$ cat src/rtl/express_locker_ctrl_pkg.sv
// Shared types and defaults for the parcel-locker controller.
// State encoding, default parameter values and LFSR taps.
package express_locker_ctrl_pkg;

   typedef enum logic [2:0] {
      IDLE     = 3'd0,
      ASSIGN   = 3'd1,
      SHOW     = 3'd2,
      RET_WAIT = 3'd3,
      CHECK    = 3'd4,
      LOCK     = 3'd5
   } state_t;

   localparam int unsigned DEF_N_BOXES   = 16;
   localparam int unsigned DEF_PWD_W     = 16;
   localparam int unsigned DEF_DEB       = 250000;
   localparam int unsigned DEF_TIMEOUT   = 500000000;
   localparam int unsigned DEF_TRIES     = 3;
   localparam int unsigned DEF_LOCK      = 1500000000;
   localparam logic [15:0] DEF_SEED      = 16'hACE1;

   // feedback taps q[15], q[13], q[12], q[10]
   localparam logic [15:0] LFSR_TAPS = 16'hB400;

   function automatic logic [15:0] lfsr_next(input logic [15:0] q);
      return {q[14:0], ^(q & LFSR_TAPS)};
   endfunction

endpackage

$ cat src/rtl/express_locker_ctrl_if.sv
// Board-side bundle: raw buttons and code switches in,
// box/display status out.
interface express_locker_ctrl_if #(
   parameter int unsigned N_BOXES = 16,
   parameter int unsigned PWD_W   = 16
);
   localparam int BOX_W = $clog2(N_BOXES);

   logic               check_bag;
   logic               make_sure;
   logic               get_bag;
   logic               to_input;
   logic [PWD_W-1:0]   user_password;
   logic [N_BOXES-1:0] box_led;
   logic [BOX_W:0]     free_count;
   logic [BOX_W-1:0]   show_box;
   logic [PWD_W-1:0]   show_pwd;
   logic               full;
   logic               open_pulse;
   logic [1:0]         err_cnt;
   logic               locked;
   logic [2:0]         state;

   modport master (
      output check_bag, make_sure, get_bag, to_input, user_password,
      input  box_led, free_count, show_box, show_pwd, full,
      input  open_pulse, err_cnt, locked, state
   );

   modport slave (
      input  check_bag, make_sure, get_bag, to_input, user_password,
      output box_led, free_count, show_box, show_pwd, full,
      output open_pulse, err_cnt, locked, state
   );
endinterface

$ cat src/rtl/express_locker_ctrl_btn_pulse.sv
// Button conditioner: 2-FF sync, stable-high debounce,
// one pulse per press no matter how long it is held.
module express_locker_ctrl_btn_pulse #(
   parameter int unsigned DEB_CYCLES = 4
) (
   input  logic clk,
   input  logic restart,
   input  logic raw,
   output logic pulse
);
   localparam int CNT_W = $clog2(DEB_CYCLES + 1);
   localparam logic [CNT_W-1:0] CNT_MAX = CNT_W'(DEB_CYCLES);

   logic             s1;
   logic             s2;
   logic [CNT_W-1:0] cnt;

   // sync, count stable-high cycles, fire once when count saturates
   always_ff @(posedge clk or negedge restart) begin
      if (!restart) begin
         s1    <= 1'b0;
         s2    <= 1'b0;
         cnt   <= '0;
         pulse <= 1'b0;
      end else begin
         s1    <= raw;
         s2    <= s1;
         pulse <= s2 && (cnt == CNT_MAX - 1'b1);
         if (!s2)
            cnt <= '0;
         else if (cnt != CNT_MAX)
            cnt <= cnt + 1'b1;
      end
   end
endmodule

$ cat src/rtl/express_locker_ctrl.sv
// Parcel-locker controller: deposit to lowest free box with an
// LFSR pickup code, retrieve by code, lockout and timeouts.
module express_locker_ctrl
   import express_locker_ctrl_pkg::*;
#(
   parameter int unsigned N_BOXES        = DEF_N_BOXES,
   parameter int unsigned PWD_W          = DEF_PWD_W,
   parameter int unsigned DEB_CYCLES     = DEF_DEB,
   parameter int unsigned TIMEOUT_CYCLES = DEF_TIMEOUT,
   parameter int unsigned MAX_TRIES      = DEF_TRIES,
   parameter int unsigned LOCK_CYCLES    = DEF_LOCK,
   parameter logic [15:0] LFSR_SEED      = DEF_SEED
) (
   input  logic             clk,
   input  logic             restart,
   express_locker_ctrl_if.slave bus
);
   localparam int BOX_W = $clog2(N_BOXES);
   localparam logic [BOX_W:0] ALL_FREE  = (BOX_W+1)'(N_BOXES);
   localparam logic [31:0]    TO_LAST   = 32'(TIMEOUT_CYCLES - 1);
   localparam logic [31:0]    LK_LAST   = 32'(LOCK_CYCLES - 1);
   localparam logic [1:0]     TRY_LAST  = 2'(MAX_TRIES - 1);

   logic check_p, make_p, get_p, input_p, any_p;

   express_locker_ctrl_btn_pulse #(.DEB_CYCLES(DEB_CYCLES)) u_check (
      .clk(clk), .restart(restart), .raw(bus.check_bag), .pulse(check_p));
   express_locker_ctrl_btn_pulse #(.DEB_CYCLES(DEB_CYCLES)) u_make (
      .clk(clk), .restart(restart), .raw(bus.make_sure), .pulse(make_p));
   express_locker_ctrl_btn_pulse #(.DEB_CYCLES(DEB_CYCLES)) u_get (
      .clk(clk), .restart(restart), .raw(bus.get_bag), .pulse(get_p));
   express_locker_ctrl_btn_pulse #(.DEB_CYCLES(DEB_CYCLES)) u_input (
      .clk(clk), .restart(restart), .raw(bus.to_input), .pulse(input_p));

   assign any_p = check_p | make_p | get_p | input_p;

   state_t             state_q, state_n;
   logic [15:0]        lfsr_q;
   logic [PWD_W-1:0]   codes [N_BOXES];
   logic [N_BOXES-1:0] occ_q;
   logic [BOX_W:0]     free_q;
   logic [BOX_W-1:0]   box_q;
   logic [PWD_W-1:0]   pwd_q;
   logic [PWD_W-1:0]   typed_q;
   logic [1:0]         err_q;
   logic [31:0]        tmr_q;
   logic               open_q;

   logic               latch, store, open, miss, lock_done, tmr_clr;
   logic               collide, match_any, timeout;
   logic [BOX_W-1:0]   free_idx, match_idx;

   // lowest free box, lowest matching box, code collision
   always_comb begin
      free_idx  = '0;
      match_idx = '0;
      match_any = 1'b0;
      collide   = 1'b0;
      for (int i = N_BOXES - 1; i >= 0; i--) begin
         if (!occ_q[i])
            free_idx = BOX_W'(i);
         if (occ_q[i] && codes[i] == typed_q && typed_q != '0) begin
            match_idx = BOX_W'(i);
            match_any = 1'b1;
         end
         if (occ_q[i] && codes[i] == lfsr_q)
            collide = 1'b1;
      end
   end

   assign timeout = (tmr_q == TO_LAST) && !any_p;

   // next state and datapath strobes
   always_comb begin
      state_n   = state_q;
      latch     = 1'b0;
      store     = 1'b0;
      open      = 1'b0;
      miss      = 1'b0;
      lock_done = 1'b0;
      unique case (state_q)
         IDLE: begin
            if (get_p)
               state_n = RET_WAIT;
            else if (check_p && free_q != '0)
               state_n = ASSIGN;
         end
         ASSIGN: begin
            if (lfsr_q != '0 && !collide) begin
               latch   = 1'b1;
               state_n = SHOW;
            end
         end
         SHOW: begin
            if (make_p) begin
               store   = 1'b1;
               state_n = IDLE;
            end else if (timeout)
               state_n = IDLE;
         end
         RET_WAIT: begin
            if (input_p)
               state_n = CHECK;
            else if (timeout)
               state_n = IDLE;
         end
         CHECK: begin
            if (match_any) begin
               open    = 1'b1;
               state_n = IDLE;
            end else begin
               miss    = 1'b1;
               state_n = (err_q == TRY_LAST) ? LOCK : RET_WAIT;
            end
         end
         LOCK: begin
            if (tmr_q == LK_LAST) begin
               lock_done = 1'b1;
               state_n   = IDLE;
            end
         end
         default: state_n = IDLE;
      endcase
      // lockout ignores buttons, so they must not restart its timer
      tmr_clr = (state_n != state_q)
              || !(state_q inside {SHOW, RET_WAIT, LOCK})
              || (any_p && state_q != LOCK);
   end

   // state register, LFSR, code store and counters
   always_ff @(posedge clk or negedge restart) begin
      if (!restart) begin
         state_q <= IDLE;
         lfsr_q  <= LFSR_SEED;
         occ_q   <= '0;
         free_q  <= ALL_FREE;
         box_q   <= '0;
         pwd_q   <= '0;
         typed_q <= '0;
         err_q   <= '0;
         tmr_q   <= '0;
         open_q  <= 1'b0;
         for (int i = 0; i < N_BOXES; i++)
            codes[i] <= '0;
      end else begin
         state_q <= state_n;
         lfsr_q  <= lfsr_next(lfsr_q);
         open_q  <= open | store;
         tmr_q   <= tmr_clr ? '0 : tmr_q + 1'b1;
         if (latch) begin
            pwd_q <= lfsr_q;
            box_q <= free_idx;
         end
         if (store) begin
            codes[box_q] <= pwd_q;
            occ_q[box_q] <= 1'b1;
            free_q       <= free_q - 1'b1;
         end
         if (state_q == RET_WAIT && input_p)
            typed_q <= bus.user_password;
         if (open) begin
            codes[match_idx] <= '0;
            occ_q[match_idx] <= 1'b0;
            free_q           <= free_q + 1'b1;
            box_q            <= match_idx;
            err_q            <= '0;
         end
         if (miss)
            err_q <= err_q + 1'b1;
         if (lock_done)
            err_q <= '0;
      end
   end

   assign bus.box_led    = occ_q;
   assign bus.free_count = free_q;
   assign bus.show_box   = box_q;
   assign bus.show_pwd   = (state_q == SHOW) ? pwd_q : '0;
   assign bus.full       = (free_q == '0);
   assign bus.open_pulse = open_q;
   assign bus.err_cnt    = err_q;
   assign bus.locked     = (state_q == LOCK);
   assign bus.state      = state_q;
endmodule
$ cat src/flat_wrapper.sv
// flat-port wrapper written by rule: the top's interface ports become plain ports
module express_locker_ctrl_flat import express_locker_ctrl_pkg::*;
#(
   parameter int unsigned N_BOXES        = DEF_N_BOXES,
   parameter int unsigned PWD_W          = DEF_PWD_W,
   parameter int unsigned DEB_CYCLES     = DEF_DEB,
   parameter int unsigned TIMEOUT_CYCLES = DEF_TIMEOUT,
   parameter int unsigned MAX_TRIES      = DEF_TRIES,
   parameter int unsigned LOCK_CYCLES    = DEF_LOCK,
   parameter logic [15:0] LFSR_SEED      = DEF_SEED
)
  (clk, restart, bus_check_bag, bus_make_sure, bus_get_bag, bus_to_input, bus_user_password, bus_box_led, bus_free_count, bus_show_box, bus_show_pwd, bus_full, bus_open_pulse, bus_err_cnt, bus_locked, bus_state);
  express_locker_ctrl_if #(.N_BOXES(N_BOXES), .PWD_W(PWD_W)) bus_i ();
  input  logic clk;
  input  logic restart;
  input wire logic [$bits(bus_i.check_bag)-1:0] bus_check_bag;
  input wire logic [$bits(bus_i.make_sure)-1:0] bus_make_sure;
  input wire logic [$bits(bus_i.get_bag)-1:0] bus_get_bag;
  input wire logic [$bits(bus_i.to_input)-1:0] bus_to_input;
  input wire logic [$bits(bus_i.user_password)-1:0] bus_user_password;
  output wire logic [$bits(bus_i.box_led)-1:0] bus_box_led;
  output wire logic [$bits(bus_i.free_count)-1:0] bus_free_count;
  output wire logic [$bits(bus_i.show_box)-1:0] bus_show_box;
  output wire logic [$bits(bus_i.show_pwd)-1:0] bus_show_pwd;
  output wire logic [$bits(bus_i.full)-1:0] bus_full;
  output wire logic [$bits(bus_i.open_pulse)-1:0] bus_open_pulse;
  output wire logic [$bits(bus_i.err_cnt)-1:0] bus_err_cnt;
  output wire logic [$bits(bus_i.locked)-1:0] bus_locked;
  output wire logic [$bits(bus_i.state)-1:0] bus_state;
  assign bus_i.check_bag = bus_check_bag;
  assign bus_i.make_sure = bus_make_sure;
  assign bus_i.get_bag = bus_get_bag;
  assign bus_i.to_input = bus_to_input;
  assign bus_i.user_password = bus_user_password;
  assign bus_box_led = bus_i.box_led;
  assign bus_free_count = bus_i.free_count;
  assign bus_show_box = bus_i.show_box;
  assign bus_show_pwd = bus_i.show_pwd;
  assign bus_full = bus_i.full;
  assign bus_open_pulse = bus_i.open_pulse;
  assign bus_err_cnt = bus_i.err_cnt;
  assign bus_locked = bus_i.locked;
  assign bus_state = bus_i.state;
  express_locker_ctrl #(.N_BOXES(N_BOXES), .PWD_W(PWD_W), .DEB_CYCLES(DEB_CYCLES), .TIMEOUT_CYCLES(TIMEOUT_CYCLES), .MAX_TRIES(MAX_TRIES), .LOCK_CYCLES(LOCK_CYCLES), .LFSR_SEED(LFSR_SEED)) u_core (.clk(clk), .restart(restart), .bus(bus_i));
endmodule
$ cat config.mk
export PLATFORM = sky130hd
export DESIGN_NAME = express_locker_ctrl_flat
export DESIGN_NICKNAME = d
export VERILOG_FILES = /design/src/rtl/express_locker_ctrl_pkg.sv /design/src/rtl/express_locker_ctrl_if.sv /design/src/rtl/express_locker_ctrl_btn_pulse.sv /design/src/rtl/express_locker_ctrl.sv /design/src/flat_wrapper.sv
export SDC_FILE = /design/constraint.sdc
export NUM_CORES = 1
export LEC_CHECK = 0
export ABC_AREA = 1
export BUFFER_PORTS_ARGS = -buffer_cell sky130_fd_sc_hd__buf_2
export CAP_MARGIN = 15
export CORE_MARGIN = 5
export CORE_UTILIZATION = 30
export DETAILED_ROUTE_END_ITERATION = 12
export PLACE_DENSITY = 0.57
export REMOVE_ABC_BUFFERS = 1
export SYNTH_ARGS = -nofsm -noshare
export SYNTH_HDL_FRONTEND = slang
export SYNTH_HIERARCHICAL = 1
export SYNTH_SLANG_ARGS = --single-unit
$ cat constraint.sdc
create_clock -name clk -period 3.3 [get_ports clk]
set_clock_uncertainty 0.15 [all_clocks]
set_input_delay 0.495 -clock clk [delete_from_list [all_inputs] [get_ports clk]]
set_output_delay 0.495 -clock clk [all_outputs]
set_load 0.05 [all_outputs]
==> out/summary.md <==
- **Root Buffer** clkbuf_16
- **Mapped Cells** 4678
- **via count of the first global-routing pass** 33215
- **ratio of cells with drive above 1 in the final layout** 24.7%
- **RSZ-0062 raised after global routing** yes
- **max capacitance violation total** 0
- **1st-pass router iterations** 8
- **commonest cells after routing, fill and taps aside** nand2_1, buf_4, inv_1, nor2_1, dfrtp_1
- **clock transition at the registers of the reported paths** 0.06 ns
- **Post-DP HPWL** 125000 µm
- **portion of the post-synthesis area used by sequential elements** 36.3%
- **startpoint type of the worst setup path** flop
- **highest fanout seen on the critical path** 11
- **cell row count** 118
- **critical path, cell by cell** clkinv_4 -> buf_12 -> buf_4 -> nor2_1 -> buf_4 -> nor4_1 -> nand3b_1 -> nor4_1 -> nand2_1 -> nand2_1 -> nand2_1 -> nand2_1 -> nand2_1 -> nand2_1 -> nand2_1 -> nand2_2 -> buf_6 -> nand4_4 -> clkbuf_16 -> nand2_1 -> inv_1
- **height of the die** 332 µm
- **remaining antenna violation count** 0
- **warnings from Yosys** 6
- **CTS Buf Count** 57
- **share of flip-flops with an asynchronous set or reset** 100%
- **clk sinks** 451
- **final setup fails** 50
- **detailed-route DRC error count** 0
- **highest ir drop seen on vdd** 0.341 mV
- **violated checks** setup timing
- **initial core utilization** 30.1%
- **CP arrival** 3.84 ns
- **vias after detailed routing** 35937
- **power consumption** 13.3 mW
- **maximum clock path buffer count** 3
- **CTS tree** yes
- **class of the tightest hold or removal check** in2reg
- **biggest area consumer among synthesized cells** dfrtp_1
- **Slew HR** 56.3%
- **Skew-Pair Late Insertion Delay** 0.69 ns
- **synthesis-to-finish area growth** 37.7%
- **floorplan die width** 332 µm
- **H-tree levels** 2
- **Worst R2R Setup Slack** -0.12 ns
- **most common cell after layout, fill and taps aside** nand2_1
- **area inside the core boundary** 103000 µm²
- **number of synthesized register bits** 451
- **average wire per cell in the routed design** 24.4 µm
- **area enclosed by the die boundary** 110000 µm²
- **pin count of the biggest net entering global routing** 80
- **initial antenna violation count** 11
- **Critical Setup Path Class** reg2reg
- **max-slew violation count** 0
- **post-layout minimum cycle time** 3.42 ns
- **reported leakage power** 22.3 nW
- **Final WS setup** -0.116 ns
- **remaining global-route overflow** 0
- **area share of the largest cell type after synthesis** 35.5%
- **wire length of the first global-routing pass** 238000 µm
- **post-layout utilization of the core** 41.5%
- **per-cell via count in the routed design** 5.17
- **fraction of the cycle the final worst path needs** 104%
- **worst path bufs/invs** 7
- **maximum achievable frequency** 0.293 GHz
- **average cell area after synthesis** 6.66 µm²
- **most used cell along the critical path** nand2_1
- **worst path required time** 3.72 ns
- **violation count after the first detailed-route iteration** 4437
- **most common flop cell mapped by yosys** dfrtp_1
- **number of failing hold endpoints at the final stage** 0
- **Final #Nets** 5565
- **count of buffers from port buffering** 70
- **type of destination of the critical path** flop
- **top-level I/O count** 71
- **outcome** complete, but fails checks
- **mapped cell area** 31100 µm²
- **Slew @ Worst Pin** 0.656 ns
- **gp weighted congestion** 1.03
- **most area-consuming cells after synthesis** dfrtp_1, nand2_1, inv_1, nor2_1, o21ai_0
- **total length of routed wires** 170000 µm
- **EDFF count, synth** 0
- **family with the most delay on the worst path** simple AND/OR/NAND/NOR gates
- **Worst path slowest cell** dfrtp_2
- **total track usage** 29.4%
- **Max stage delay on crit path** 0.45 ns
- **synth unique cells** 66
- **ratio of total power to cell area** 311 nW/µm²
-- synth_stat cells (8+ instances only) --
cell,number
buf_4,14
nand4_2,10
nor2_4,33
nor3_1,66
nor3b_1,12
inv_2,31
xor2_1,78
or2_2,16
and2_1,9
nand2_1,1345
nand4_1,119
o22ai_1,130
dfstp_2,9
nand3_1,183
a211oi_1,9
nor2_1,544
o21ai_0,324
nor2_2,9
nand3_2,12
buf_6,15
o211ai_1,11
and3_1,8
a221oi_1,27
dfrtp_1,442
clkbuf_1,82
xnor2_1,49
nand2_2,24
o2111ai_1,19
a21oi_1,123
inv_1,693
ha_1,14
buf_2,81
nor4_1,64
-- power by group --
group	switching, mW	total, mW	internal [mW]
registers	0.0436	5.60	5.56
clock network	2.78	6.66	3.88
logic	0.661	1.06	0.399
total	3.48	13.3	9.84
-- per-stage QoR --
step	hold WS [ns]	area [µm²]	setup TNS (ns)	cells	setup WS (ns)
after floorplan	0.0494	30100	-9.36	4482	-0.380
after global routing	0.0326	42900	-14.85	6952	-0.182
after detailed placement	0.185	39400	-34.06	6799	-0.305
final	0.0387	42900	-2.18	6953	-0.116
after global placement	0.183	39400	-29.57	6799	-0.340
after CTS	0.00305	42000	-0.0606	6925	-0.00663
-- registers in the layout, indices dropped and copies added (netlist names), 2 cells and up --
| signal | count |
|---|---|
| u_core/bus.box_led | 16 |
| u_core/bus.err_cnt | 2 |
| u_core/bus.free_count | 5 |
| u_core/bus.show_box | 4 |
| u_core/bus.state | 3 |
| u_core/codes | 256 |
| u_core/lfsr_q | 16 |
| u_core/pwd_q | 16 |
| u_core/tmr_q | 32 |
| u_core/typed_q | 16 |
| u_core/u_check/cnt | 18 |
| u_core/u_get/cnt | 18 |
| u_core/u_input/cnt | 18 |
| u_core/u_make/cnt | 18 |
-- area by class of cell --
type	instances	area [µm²]
repair buffers	987	8460
multi-input cells	3294	16600
fillers	10927	60500
inverters	737	2820
clock buffers	80	1650
diodes	1	2.50
well taps	1380	1730
clock inverters	23	288
flip-flops and latches	451	11300
-- kinds of logic after synthesis --
kind of cell | after synthesis | synth area share [%]
buf+inv | 933 | 12.3
xor+xnor | 127 | 3.57
mux | 7 | 0.249
flops | 451 | 36.3
simple gates | 2480 | 34.8
fa+ha+maj | 15 | 0.627
compound gates | 665 | 12.1
-- timing repair --
action | in CTS | in global routing
setup endpoints to repair | 269 | 319
hold buffers | 11 | 0
endpoints found under the hold margin | 59 | 0
buffers inserted | 10 | 24
pin swaps | 27 | 68
cloned | 3 | 6
resized for setup | 89 | 162
-- layer usage --
layer | GRT usage (%) | part of all wire [%]
met1 | 39.5 | 41
met2 | 45.1 | 43
met3 | 5.13 | 8.8
met4 | 15.7 | 6.7
met5 | 0 | 0.042
-- tightest hold or removal path, delay by kind of cell --
family	cells	cell delay, ns
simple gates	1	0.09
buf+inv	1	0.07
compound gates	1	0.17
-- worst paths after layout --
kind	startpoint	endpoint	cells past startpoint
hold / removal	bus_user_password[5]	u_core/typed_q[5]	3
setup reg to reg	u_core/typed_q[5]	u_core/codes[109]	21
hold reg to reg	u_core/u_check/s1	u_core/u_check/s2	0
setup / recovery	u_core/typed_q[5]	u_core/codes[109]	21
max in group asynchronous	restart	u_core/u_check/cnt[15]	3
min in group asynchronous	restart	u_core/codes[238]	2
(Power assumes the default switching activity.)
